`config.mk`:
```
export PLATFORM = sky130hd
export DESIGN_NAME = ctrl_fsm
export DESIGN_NICKNAME = d
export VERILOG_FILES = /design/src/rtl/ctrl_fsm.sv
export SDC_FILE = /design/constraint.sdc
export NUM_CORES = 1
export LEC_CHECK = 0
export ABC_AREA = 1
export CORE_MARGIN = 4
export CORE_UTILIZATION = 50
export CTS_BUF_LIST = sky130_fd_sc_hd__clkbuf_2 sky130_fd_sc_hd__clkbuf_4 sky130_fd_sc_hd__clkbuf_8
export DETAILED_ROUTE_END_ITERATION = 8
export GPL_TIMING_DRIVEN = 1
export PLACE_DENSITY = 0.85
export SYNTH_ARGS = -nofsm -noshare
export SYNTH_HDL_FRONTEND = slang
export SYNTH_SLANG_ARGS = --single-unit
```
`constraint.sdc`:
```
create_clock -name clk -period 1.8 [get_ports clk]
set_input_delay 0.54 -clock clk [delete_from_list [all_inputs] [get_ports clk]]
set_output_delay 0.54 -clock clk [all_outputs]
set_load 0.05 [all_outputs]
```
`src/rtl/ctrl_fsm.sv`:
```
// Multi-cycle control unit ahead of the ALU: fetches an instruction over a
// req/valid handshake, decodes it, and sequences rf_we and the PC.
module ctrl_fsm #(
  parameter int nBit = 16,
  parameter int PC_W = 8
) (
  input  logic            clk,
  input  logic            rst,
  output logic [PC_W-1:0] imem_addr,
  output logic            imem_req,
  input  logic            imem_valid,
  input  logic [nBit-1:0] imem_data,
  output logic [2:0]      FS,
  output logic [2:0]      da,
  output logic [2:0]      aa,
  output logic [2:0]      ba,
  output logic            b_sel,
  output logic [nBit-1:0] imm,
  output logic            rf_we,
  output logic            halted
);

  typedef enum logic [2:0] {
    S_FETCH     = 3'd0,
    S_DECODE    = 3'd1,
    S_EXECUTE   = 3'd2,
    S_WRITEBACK = 3'd3,
    S_HALT      = 3'd4
  } state_e;

  state_e          state_q, state_d;
  logic [PC_W-1:0] pc_q, pc_d;
  logic [nBit-1:0] ir_q, ir_d;
  logic [2:0]      fs_q, fs_d;
  logic [2:0]      da_q, da_d;
  logic [2:0]      aa_q, aa_d;
  logic [2:0]      ba_q, ba_d;
  logic            b_sel_q, b_sel_d;
  logic [nBit-1:0] imm_q, imm_d;
  // wr_q remembers whether the decoded opcode is write-class
  logic            wr_q, wr_d;
  logic            rf_we_q, rf_we_d;

  // Next-state, handshake capture, decode and PC update
  always_comb begin
    state_d = state_q;
    pc_d    = pc_q;
    ir_d    = ir_q;
    fs_d    = fs_q;
    da_d    = da_q;
    aa_d    = aa_q;
    ba_d    = ba_q;
    b_sel_d = b_sel_q;
    imm_d   = imm_q;
    wr_d    = wr_q;
    rf_we_d = 1'b0;
    case (state_q)
      S_FETCH: begin
        if (imem_valid) begin
          ir_d    = imem_data;
          state_d = S_DECODE;
        end else begin
          state_d = S_FETCH;
        end
      end
      S_DECODE: begin
        da_d  = ir_q[11:9];
        aa_d  = ir_q[8:6];
        ba_d  = ir_q[5:3];
        imm_d = {{(nBit-6){ir_q[5]}}, ir_q[5:0]};
        if (ir_q[15] == 1'b0) begin
          fs_d    = ir_q[14:12];
          b_sel_d = 1'b0;
          wr_d    = 1'b1;
        end else if (ir_q[15:12] == 4'b1000) begin
          fs_d    = 3'b000;
          b_sel_d = 1'b1;
          wr_d    = 1'b1;
        end else if (ir_q[15:12] == 4'b1001) begin
          fs_d    = 3'b001;
          b_sel_d = 1'b1;
          wr_d    = 1'b1;
        end else begin
          fs_d    = 3'b000;
          b_sel_d = 1'b0;
          wr_d    = 1'b0;
        end
        if (ir_q[15:12] == 4'b1111) begin
          state_d = S_HALT;
        end else begin
          state_d = S_EXECUTE;
        end
      end
      S_EXECUTE: begin
        // Registered so the pulse lines up exactly with WRITEBACK
        rf_we_d = wr_q;
        state_d = S_WRITEBACK;
      end
      S_WRITEBACK: begin
        pc_d    = pc_q + PC_W'(1);
        state_d = S_FETCH;
      end
      S_HALT: begin
        state_d = S_HALT;
      end
      default: begin
        state_d = S_FETCH;
      end
    endcase
  end

  // State and datapath-control registers with synchronous reset
  always_ff @(posedge clk) begin
    if (rst) begin
      state_q <= S_FETCH;
      pc_q    <= '0;
      ir_q    <= '0;
      fs_q    <= 3'b000;
      da_q    <= 3'b000;
      aa_q    <= 3'b000;
      ba_q    <= 3'b000;
      b_sel_q <= 1'b0;
      imm_q   <= '0;
      wr_q    <= 1'b0;
      rf_we_q <= 1'b0;
    end else begin
      state_q <= state_d;
      pc_q    <= pc_d;
      ir_q    <= ir_d;
      fs_q    <= fs_d;
      da_q    <= da_d;
      aa_q    <= aa_d;
      ba_q    <= ba_d;
      b_sel_q <= b_sel_d;
      imm_q   <= imm_d;
      wr_q    <= wr_d;
      rf_we_q <= rf_we_d;
    end
  end

  // Gating with rst keeps request and write quiet during a reset cycle
  assign imem_addr = pc_q;
  assign imem_req  = (state_q == S_FETCH) && !rst;
  assign rf_we     = rf_we_q && !rst;
  assign halted    = (state_q == S_HALT);
  assign FS        = fs_q;
  assign da        = da_q;
  assign aa        = aa_q;
  assign ba        = ba_q;
  assign b_sel     = b_sel_q;
  assign imm       = imm_q;

endmodule

```
; Word level (Yosys, flattened, before mapping)
; Index checks and enable logic that the tools add are counted.
[totals]
mem_bits_rw = 0
rom_bits = 0
in_bits = 19
register_bits = 48
word_cells = 36
latchBits = 0
output_inout_bits = 40
memories = 0
[classes]
n_mux = 10
n_reduce_logical = 6
n_shift = 0
add_sub_neg = 1
mul = 0
order_cmp = 0
n_bitwise = 1
eq_ne = 7
div = 0
[ops]
columns = cell, count
row1 = 4-bit == test (second input constant), 3
row2 = 3-bit case mux with 4 select lines, 1
row3 = 8-bit by 1-bit adder with 8-bit output (second input constant), 1
row4 = 1-bit two-way mux, 7
row5 = 3-bit by 2-bit == test with 1-bit output (second input constant), 2
row6 = 3-bit two-way mux, 2
row7 = 3-bit by 1-bit == test with 1-bit output (second input constant), 1
row8 = 3-bit == test (second input constant), 1
row9 = 3-bit logical NOT, 1
row10 = 1-bit logical AND, 2
row11 = 2-bit AND reduction, 1
row12 = 2-bit OR reduction, 1
row13 = 1-bit logical NOT, 1
row14 = 1-bit inverter, 1

; Depth between registers and ports, before layout
; Gate-level depths: netlist of run 1.
[depth]
depth_word = 4
ltp_mapped = 7
depth_no_buf = 7

; Worst setup path after synthesis of run 1
; OpenSTA, ideal clock, no wires.
[synth_path]
path_type = input-to-output
startpoint = in rst
endpoint = out imem_req
setup_slack_ps = -356
t_arrival_ps = 1616
t_required_ps = 1260
path_buffers = 0
path_stages = 1
cell_sequence = nor3_1
[synth_via]
elab_chain_cells = 2
[synth_rtl]
columns = element, line
row1 = "start, declared", 8  ; input logic rst,
row2 = 1-bit logical NOT, 143  ; assign imem_req = (state_q == S_FETCH) && !rst;
row3 = 1-bit logical AND, 143
row4 = "end, declared", 10  ; output logic imem_req,
; No other way between the ends.

; Final worst setup path of run 1
[layout_path]
startpoint = reg state_q[0]
endpoint = out halted
[layout_via]
elab_chain_cells = 1
[layout_rtl]
columns = element, line
row1 = "start, declared", 31  ; state_e state_q, state_d;
row2 = "start signal, assigned", 127  ; state_q <= state_d;
row3 = 3-bit == test, 145  ; assign halted = (state_q == S_HALT);
row4 = "end, declared", 20  ; output logic halted
; No other way between the ends.

==> results of run 1 <==
## power by group through the flow
stage / Combinational (µW) / Clock, µW / Sequential, µW
global route: 869 / 741 / 1140
detailed placement: 810 / 0 / 1150
global placement: 794 / 0 / 1150
floorplan: 414 / 0 / 1280
CTS: 816 / 707 / 1130
finish: 817 / 689 / 1130
## area by class of cell
type,count,share of cell area (%)
tap,48,2.12
sequential,45,31.8
clock buffer,7,3.39
inverter,26,3.61
multi-input combinational,171,29.9
clock inverter,1,0.309
timing repair buffer,63,28.8
## layer usage
metal | up-vias | wire length (µm) | GRT usage [%]
met2 | 53 | 2490 | 35.2
li1 | 918 | - | -
met4 | 0 | 204 | 9.60
met1 | 804 | 1830 | 22.0
met5 | - | 0 | 0
met3 | 16 | 265 | 5.11
## sequential cells by signal (all words and copies together) (netlist names), 3 cells and up
register / count
FS: 3
aa: 3
ba: 3
da: 3
imem_addr: 8
imm: 3
ir_q: 16
state_q: 3
## what timing repair did
item / in CTS / in global routing
hold buffers: 0 / 0
pin swaps: 1 / 1
resized for setup: 6 / 3
hold endpoints to repair: 0 / 0
setup endpoints to repair: 3 / 1
## cell families (layout without fill, tap and decap cells)
group,count (synthesis),count (layout),synth area share [%]
DFF,45,45,45.4
AOI/OAI and AO/OA,38,38,10.5
and+or+nand+nor,132,132,30.1
adders and majority gates,1,1,0.630
buffers and inverters,48,97,13.3
## cells in the final DEF, fill, tap and decap left out, drive strengths merged
master and count:
nor3b 1, nor2 55, clkdlybuf4s15 1, clkdlybuf4s50 17
nand3 16, dfxtp 45, inv 27, ha 1
nor3 2, nand4 6, buf 45, clkbuf 7
o21ai 18, nand2 52, a21oi 20
## tightest hold or removal path, delay by kind of cell, from the launching register on
family	cells	cell delay, ps
buffers and inverters	1	60
flip-flops	1	310
AO/OA/AOI/OAI	1	60
## worst max path at each step
stage,cells past startpoint,to
6_report,2,halted
5_1_grt,3,imem_req
4_1_cts,4,imem_req
3_5_place_dp,3,imem_req
3_3_place_gp,3,imem_req
2_1_floorplan,2,rf_we
## per-stage QoR
step / instances / total power (µW) / setup TNS (ps) / hold WS [ps]
after floorplan: 264 / 1690 / 0 / 425
after global placement: 353 / 1940 / -1080 / 430
after detailed placement: 353 / 1960 / -1960 / 443
after CTS: 361 / 2660 / 0 / 462
after global routing: 361 / 2750 / -0.595 / 472
final: 361 / 2640 / 0 / 464
==> qor.yml, run 1 <==
sta:
  hold_viol: 0
  clock_skew_ps: 4.62
  max_clock_freq_mhz: 571
  worst_pin_slew_ps: 411
  timing.final.crit_share_pct: 97.3
  setup_ws_ps: 48.8
  max_slew_margin_pct: 72.5
  drv_slew: 0
  fin_crit_ps: 1750
  setup_viol: 0
layout:
  design_area_mm2: 0.00284
  n_fill_cell: 274
  final_core_util_pct: 75.8
  nets: 332
  seq_area_um2: 903
  area_growth_pct: 43.1
  diodes: 0
  drive_gt1_share_pct: 24.6
  multi_input_area_um2: 850
die:
  row_count: 22
  initial_core_util_pct: 53.0
  dieArea_mm2: 0.00504
  ios: 59
  die_width_um: 71
  core_mm2: 0.00374
  fp.dieH_um: 71
global_route:
  grt_pass1_wl_um: 8060
  grt_max_degree: 28
  grt_usage_pct: 19.9
  antenna_found_initial: 0
  grt_pass1_vias: 1773
  overflow: 0
synthesis:
  synth.area.top_cells: "dfxtp_1 45%, nor2_1 9.6%, nand2_1 9.1%, buf_4 5.3%, inv_1 4.5%"
  syn_inst: 264
  synth_fp_nets: 284
  syn-cell-area_mm2: 0.00198
  async_flop_share_pct: 0
  syn_avg_cell_area_um2: 7.52
  yosysTopAreaCellShare_pct: 45.4
  ys_top_cells_by_count: "51 x nor2_1, 48 x nand2_1, 45 x dfxtp_1, 24 x inv_1, 16 x a21oi_1"
  yosysMostFrequentCell: "nor2_1"
  synth-main-ff-cell: "dfxtp_1"
  yosysWarnings: 0
  yosys.area.top_type: "dfxtp_1"
  yosysSeqAreaShare_pct: 45.4
  ys_seq_elements: 45
  synth_edf_count: 0
  synth_cell_type_count: 28
detailed_routing:
  ant_nets: 0
  via_per_inst: 4.96
  wl_um: 4790
  drt_iter0_markers: 161
  routedWlPerCell_um: 13.3
  drc: 0
  vias: 1791
  drtPass1Iterations: 4
worst_setup_path:
  worstReg2RegStart: "state_q[0]"
  path_buf_inv: 1
  worstSetupEndpointType: "primary output"
  cp_slowest_stage_delay_ps: 440
  crit_arrival_ps: 1210
  cp-startpoint: "state_q[0]"
  worstSetupPathType: "reg -> out"
  reg2reg_to: "FS[0]"
  cpMaxStageDelayCell: "dfxtp_1"
  cp.required_ps: 1260
  critPathTopFamily: "flip-flops"
  startpoint_type: "flip-flop"
  path_max_fanout: 6
  rrSetupSlack_ps: 290
  path_cells: "nor3_4 -> buf_12"
  r2r_cells: 5
pwr:
  switchingPower_uw: 899
  pwr-share-comb_pct: 31.0
  clock_power_share_pct: 26.1
  power.density_mw_per_mm2: 930
  p_int_uw: 1740
  p_leak_uw: 0.00119
  max-vdd-ir-drop_v: 0.000781
  switching_share_pct: 34.1
  p_seq_share_pct: 42.9
clock_network:
  htree_levels: 2
  cts_buffers: 5
  root_buffer: "clkbuf_8"
  cts_buffer_depth: 2
  path_clk_slew_ps: 80
  cts_tree: "yes"
  cts.sinks: 45
  cts_setup_buffers: 0
  insertion_delay_ps: 290
worst_hold_path:
  hold_end: "imm[1]"
  hold_depth: 2
  min_from: "ir_q[1]"
  hold_class: "reg -> reg"
outcome:
  status: "finished, final reports clean"
placement:
  io_buffer_count: 58
  hpwl_um: 3310
  dpl_cell_area_mm2: 0.00271
  place_congestion: 0.828
  dp_slack_ps: -199
job:
  maxCapViolCount: 0
(Power assumes the default switching activity.)
==> run 2: changes to the inputs <==
Settings changed: ABC_AREA 1 to 0, CORE_UTILIZATION 50 to 49, CTS_BUF_LIST sky130_fd_sc_hd__clkbuf_2 sky130_fd_sc_hd__clkbuf_4 sky130_fd_sc_hd__clkbuf_8 to not set.
==> run 2 against run 1 <==
  * Combinational power down 61%
  * Design area is 3.9% lower
  * Register-to-register slack worse by 50 ps
  * Total power is 24% lower
  * Non-clock buffer count increased by 4
  * Synthesized cell count is 16% lower
  * Critical path depth unchanged
  * Die area is 4.4% lower
  * Via count fell by 10%
  * Critical endpoint unchanged
  * Largest cell class unchanged
  * Largest power group unchanged
  * Highest routed layer unchanged
==> qor.yml, run 2 <==
synthesis:
  syn_inst: 222  # -16%
  synth_edf_count: 0  # unchanged
  synth_fp_nets: 242  # -15%
  synth_cell_type_count: 29  # +3.6%
  yosysTopAreaCellShare_pct: 48.7  # +3.4 points
  syn_avg_cell_area_um2: 8.32  # +11%
  yosysSeqAreaShare_pct: 48.7  # +3.4 points
  syn-cell-area_mm2: 0.00185  # -6.9%
  async_flop_share_pct: 0  # unchanged
  yosys.area.top_type: "dfxtp_1"
  yosysWarnings: 0  # unchanged
  synth.area.top_cells: "dfxtp_1 49%, nand2_1 13%, a21oi_1 11%, buf_4 6.1%, nand3b_1 1.6%"
  ys_seq_elements: 45  # unchanged
  synth-main-ff-cell: "dfxtp_1"
  ys_top_cells_by_count: "64 x nand2_1, 45 x dfxtp_1, 39 x a21oi_1, 15 x buf_4, 7 x clkbuf_1"
  yosysMostFrequentCell: "nand2_1"
die:
  row_count: 22  # unchanged
  die_width_um: 69.4  # -2.2%
  core_mm2: 0.00366  # -2.2%
  initial_core_util_pct: 50.5  # -2.5 points
  fp.dieH_um: 69.4  # -2.2%
  dieArea_mm2: 0.00482  # -4.4%
  ios: 59  # unchanged
layout:
  area_growth_pct: 47.6
  layout_common_cells: "64 x nand2_1, 42 x dfxtp_1, 39 x a21oi_1"
  drive_gt1_share_pct: 24.4  # -0.16 points
  diodes: 0  # unchanged
  multi_input_area_um2: 802  # -5.6%
  layout_commonest_cell: "nand2_1"
  largest_reg_flops: 16  # unchanged
  nets: 289  # -13%
  final_core_util_pct: 74.5  # -1.3 points
  seq_area_um2: 905  # +0.14%
  top_register: "ir_q"
  n_fill_cell: 257  # -6.2%
sta:
  rsz0062_at_grt: "no"
  clock_skew_ps: 5.16  # +0.541 ps
  hold_viol: 0  # unchanged
  fin_crit_ps: 1730  # -18.6 ps
  max_slew_margin_pct: 70.6  # -2.0 points
  timing.final.crit_share_pct: 96.3  # -1.0 points
  setup_ws_ps: 67.4  # +18.6 ps
  worst_pin_slew_ps: 441  # +30.0 ps
  drv_slew: 0  # unchanged
  setup_viol: 0  # unchanged
  max_clock_freq_mhz: 577  # +1.1%
global_route:
  grt_pass1_wl_um: 7000  # -13%
  antenna_found_initial: 0  # unchanged
  grt_pass1_vias: 1549  # -13%
  overflow: 0  # unchanged
  grt_max_degree: 45  # +61%
  grt_usage_pct: 18.0  # -1.9 points
worst_setup_path:
  worstSetupEndpointType: "primary output"
  worstSetupPathType: "reg -> out"
  crit_arrival_ps: 1190  # -20 ps
  path_max_fanout: 9  # +3
  rrSetupSlack_ps: 240  # -50 ps
  r2r_cells: 3  # -2
  cp.required_ps: 1260  # about the same
  startpoint_type: "flip-flop"
detailed_routing:
  drtPass1Iterations: 4  # unchanged
  wl_um: 4240  # -12%
  drt_iter0_markers: 122  # -24%
  routedWlPerCell_um: 13.3  # +0.37%
  drc: 0  # unchanged
  ant_nets: 0  # unchanged
  vias: 1609  # -10%
  via_per_inst: 5.06  # +2.0%
clock_network:
  root_buffer: "clkbuf_8"
  cts_tree: "yes"
  cts_buffer_depth: 2  # unchanged
  cts_setup_buffers: 0  # unchanged
  path_clk_slew_ps: 80  # about the same
  insertion_delay_ps: 300  # about the same
  cts_buffers: 5  # unchanged
  cts_hold_buf: 0  # unchanged
  cts.sinks: 45  # unchanged
  htree_levels: 2  # unchanged
worst_hold_path:
  hold_depth: 2  # unchanged
  hold_class: "reg -> reg"
placement:
  hpwl_um: 2990  # -9.7%
  io_buffer_count: 58  # unchanged
  dp_slack_ps: -192  # +7.07 ps
  place_congestion: 0.733  # -12%
pwr:
  max-vdd-ir-drop_v: 0.000561  # -28%
  p_leak_uw: 0.00104  # -13%
  power.density_mw_per_mm2: 732  # -21%
outcome:
  status: "finished, final reports clean"
job:
  maxCapViolCount: 0  # unchanged
run 2: worst max-delay path, stage by stage (launching register included):
cell and delay (ps):
dfxtp_2 430, nor3b_2 280, buf_12 170
run 2: cell type report:
cell class / count / share of cell area, %
clock buffers: 7 / 2.80
clock inverters: 1 / 0.275
inverters: 1 / 0.138
multi-input cells: 149 / 29.4
flip-flops and latches: 45 / 33.2
well taps: 48 / 2.20
repair buffers: 67 / 32.0
run 2: path summary, 6_finish.rpt:
path / startpoint / end
worst max-delay path: state_q[2] / halted
worst min-delay path: ir_q[10] / ir_q[10]
worst max register to register: state_q[0] / b_sel
worst min register to register: ir_q[10] / ir_q[10]
run 2: report_power, final:
group / internal (µW) / switching, µW / leakage [µW]
registers: 1030 / 37.7 / 0.000367
clock network: 275 / 334 / 0.0000385
logic: 141 / 175 / 0.000632
run 2: timing repair:
action,CTS,global route
gates resized for setup,6,1
endpoints found under the setup margin,3,2
pin swaps,1,1
run 2: per-layer routing:
metal | wire length, µm | up-vias | GRT usage, % | share of wire [%]
met4 | 71 | 0 | 7.16 | 1.7
met1 | 1780 | 733 | 20.7 | 42
met2 | 2140 | 42 | 31.0 | 50
li1 | - | 827 | - | -
met5 | 0 | - | 0 | 0
met3 | 244 | 7 | 5.51 | 5.8
run 2: cell families after synthesis:
family / Yosys count / synth area share, %
buffers and inverters: 28 / 9.07
muxes: 1 / 0.542
AOI/OAI and AO/OA: 49 / 13.9
DFF: 45 / 48.7
adders and majority gates: 1 / 0.677
and+or+nand+nor: 97 / 26.5
xor gates and xnor gates: 1 / 0.474
run 2: through the flow:
step	std cells	power [µW]	cell area [µm²]	hold WS [ps]	setup TNS [ps]
6_report	318	2000	2730	459	0
5_1_grt	318	2080	2730	480	0
4_1_cts	318	2020	2730	459	0
3_5_place_dp	310	1410	2630	447	-3220
3_3_place_gp	310	1400	2630	435	-2590
2_1_floorplan	222	1280	1860	432	-507
==> run 3: changes to the inputs <==
Settings changed: CELL_PAD_IN_SITES_DETAIL_PLACEMENT set to 1, CELL_PAD_IN_SITES_GLOBAL_PLACEMENT set to 2, CORE_UTILIZATION 49 to 28.
==> run 3 against run 2 <==
  * Clock skew is 6.7 ps higher
  * Total power grew 3.5%
  * Die area up 65%
  * Cell count rose by 9.4%
  * Worst hold slack barely moved
  * Design area grew 2.5%
  * Largest power group unchanged
  * Clock-buffer cell count shrank 2
  * Flip-flop and latch count did not move
  * First-iteration DRC count is 48% lower
  * Worst setup slack worse by 15 ps
==> qor.yml, run 3 (same netlist as run 2, synthesis figures left out) <==
detailed_routing:
  drtPass1Iterations: 3  # -1
  via_per_inst: 4.70  # -7.0%
  vias: 1637  # +1.7%
  drt_iter0_markers: 63  # -48%
  wl_um: 4830  # +14%
  ant_nets: 0  # unchanged
  drc: 0  # unchanged
  routedWlPerCell_um: 13.9  # +4.2%
placement:
  place_congestion: 0.676  # -7.7%
  dpl_cell_area_mm2: 0.00269  # +2.3%
  io_buffer_count: 58  # unchanged
  hpwl_um: 3470  # +16%
die:
  row_count: 29  # +32%
  dieArea_mm2: 0.00796  # +65%
  die_width_um: 89.2  # +29%
  ios: 59  # unchanged
  fp.dieH_um: 89.2  # +29%
  core_mm2: 0.00639  # +74%
  initial_core_util_pct: 28.9  # -22 points
global_route:
  grt_pass1_vias: 1635  # +5.6%
  grt_pass1_wl_um: 8030  # +15%
  grt_usage_pct: 12.9  # -5.1 points
  grt_max_degree: 45  # unchanged
  overflow: 0  # unchanged
  antenna_found_initial: 0  # unchanged
worst_setup_path:
  crit_arrival_ps: 1210  # +20 ps
  worstSetupEndpointType: "primary output"
  worstSetupPathType: "reg -> out"
  cp.required_ps: 1260  # about the same
  path_max_fanout: 9  # unchanged
  startpoint_type: "flip-flop"
outcome:
  status: "finished, final reports clean"
sta:
  max_clock_freq_mhz: 572  # -0.87%
  worst_pin_slew_ps: 466  # +24.3 ps
  fin_crit_ps: 1750  # +15.2 ps
  drv_slew: 0  # unchanged
  timing.final.crit_share_pct: 97.1  # +0.84 points
  clock_skew_ps: 11.9  # +6.72 ps
  max_slew_margin_pct: 68.9  # -1.6 points
  setup_viol: 0  # unchanged
  rsz0062_at_grt: "no"
  hold_viol: 0  # unchanged
  fin_hold_ws_ps: 459  # -0.0420 ps
pwr:
  max-vdd-ir-drop_v: 0.000359  # -36%
  switching_share_pct: 29.4  # +2.0 points
  pwr-share-comb_pct: 16.1  # +0.3 points
  power.density_mw_per_mm2: 739  # +0.94%
  p_leak_uw: 0.00106  # +1.7%
  switchingPower_uw: 607  # +11%
  p_seq_share_pct: 51.8  # -1.9 points
  p_int_uw: 1460  # +0.70%
  clock_power_share_pct: 32.1  # +1.6 points
  finalPower_uw: 2070  # +3.5%
job:
  maxCapViolCount: 0  # unchanged
clock_network:
  cts_tree: "yes"
  htree_levels: 2  # unchanged
  path_clk_slew_ps: 100  # +20 ps
  cts.sinks: 45  # unchanged
  root_buffer: "clkbuf_8"
  cts_buffer_depth: 2  # unchanged
  insertion_delay_ps: 310  # about the same
  cts_buffers: 5  # unchanged
layout:
  drive_gt1_share_pct: 25.1  # +0.65 points
  nets: 290  # +0.35%
  layout_commonest_cell: "nand2_1"
  top_register: "ir_q"
  largest_reg_flops: 16  # unchanged
  layout_common_cells: "64 x nand2_1, 43 x dfxtp_1, 39 x a21oi_1"
  design_area_mm2: 0.00280  # +2.5%
  diodes: 0  # unchanged
  area_growth_pct: 51.3
worst_hold_path:
  hold_class: "reg -> reg"
run 3: routing by layer:
metal / routed length (µm) / vias to the layer above / global-route usage [%]
met1: 2160 / 772 / 16.7
met2: 2430 / 31 / 21.6
met3: 184 / 6 / 2.76
met5: 0 / - / 0
li1: - / 828 / -
met4: 53 / 0 / 4.06
run 3: worst max-delay path, stage by stage (launching register included):
cell	delay, ps
dfxtp_2	390
nor4_4	330
buf_12	180
run 3: power by group through the flow:
stage	clock [µW]	sequential, µW	combinational (µW)
2_1_floorplan	0	1110	165
3_3_place_gp	0	1090	333
3_5_place_dp	0	1090	337
4_1_cts	681	1070	341
5_1_grt	723	1080	362
6_report	663	1070	334
run 3: repair_timing:
item                                    CTS  global route
resized for setup                         2             2
hold buffers                              0             0
buffers inserted                          0             0
endpoints found under the setup margin    2             2
run 3: worst paths after layout:
path,startpoint,to,slack (ps),cells past startpoint
setup reg to reg,state_q[0],FS[1],140,5
hold reg to reg,ir_q[10],da[1],460,2
hold / removal,ir_q[10],da[1],460,2
setup / recovery,state_q[2],imem_req,50,2
run 3: per-stage QoR:
step | TNS, ps | utilization [%] | cells | worst slack [ps]
3_5_place_dp | -3030 | 42.1 | 340 | -196
4_1_cts | 0 | 43.7 | 348 | 7.66
5_1_grt | 0 | 43.8 | 348 | 2.75
6_report | 0 | 43.8 | 348 | 52.2
2_1_floorplan | -507 | - | 222 | -329
3_3_place_gp | -2730 | 42.1 | 340 | -174
run 3: area by class of cell:
| cell class | count | area [µm²] |
|---|---|---|
| fillers | 727 | 3590 |
| flip-flops and latches | 45 | 903 |
| repair buffers | 68 | 888 |
| multi-input cells | 149 | 815 |
| well taps | 77 | 96.3 |
| clock buffers | 5 | 68.8 |
| clock inverters | 3 | 21.3 |
| inverters | 1 | 3.75 |
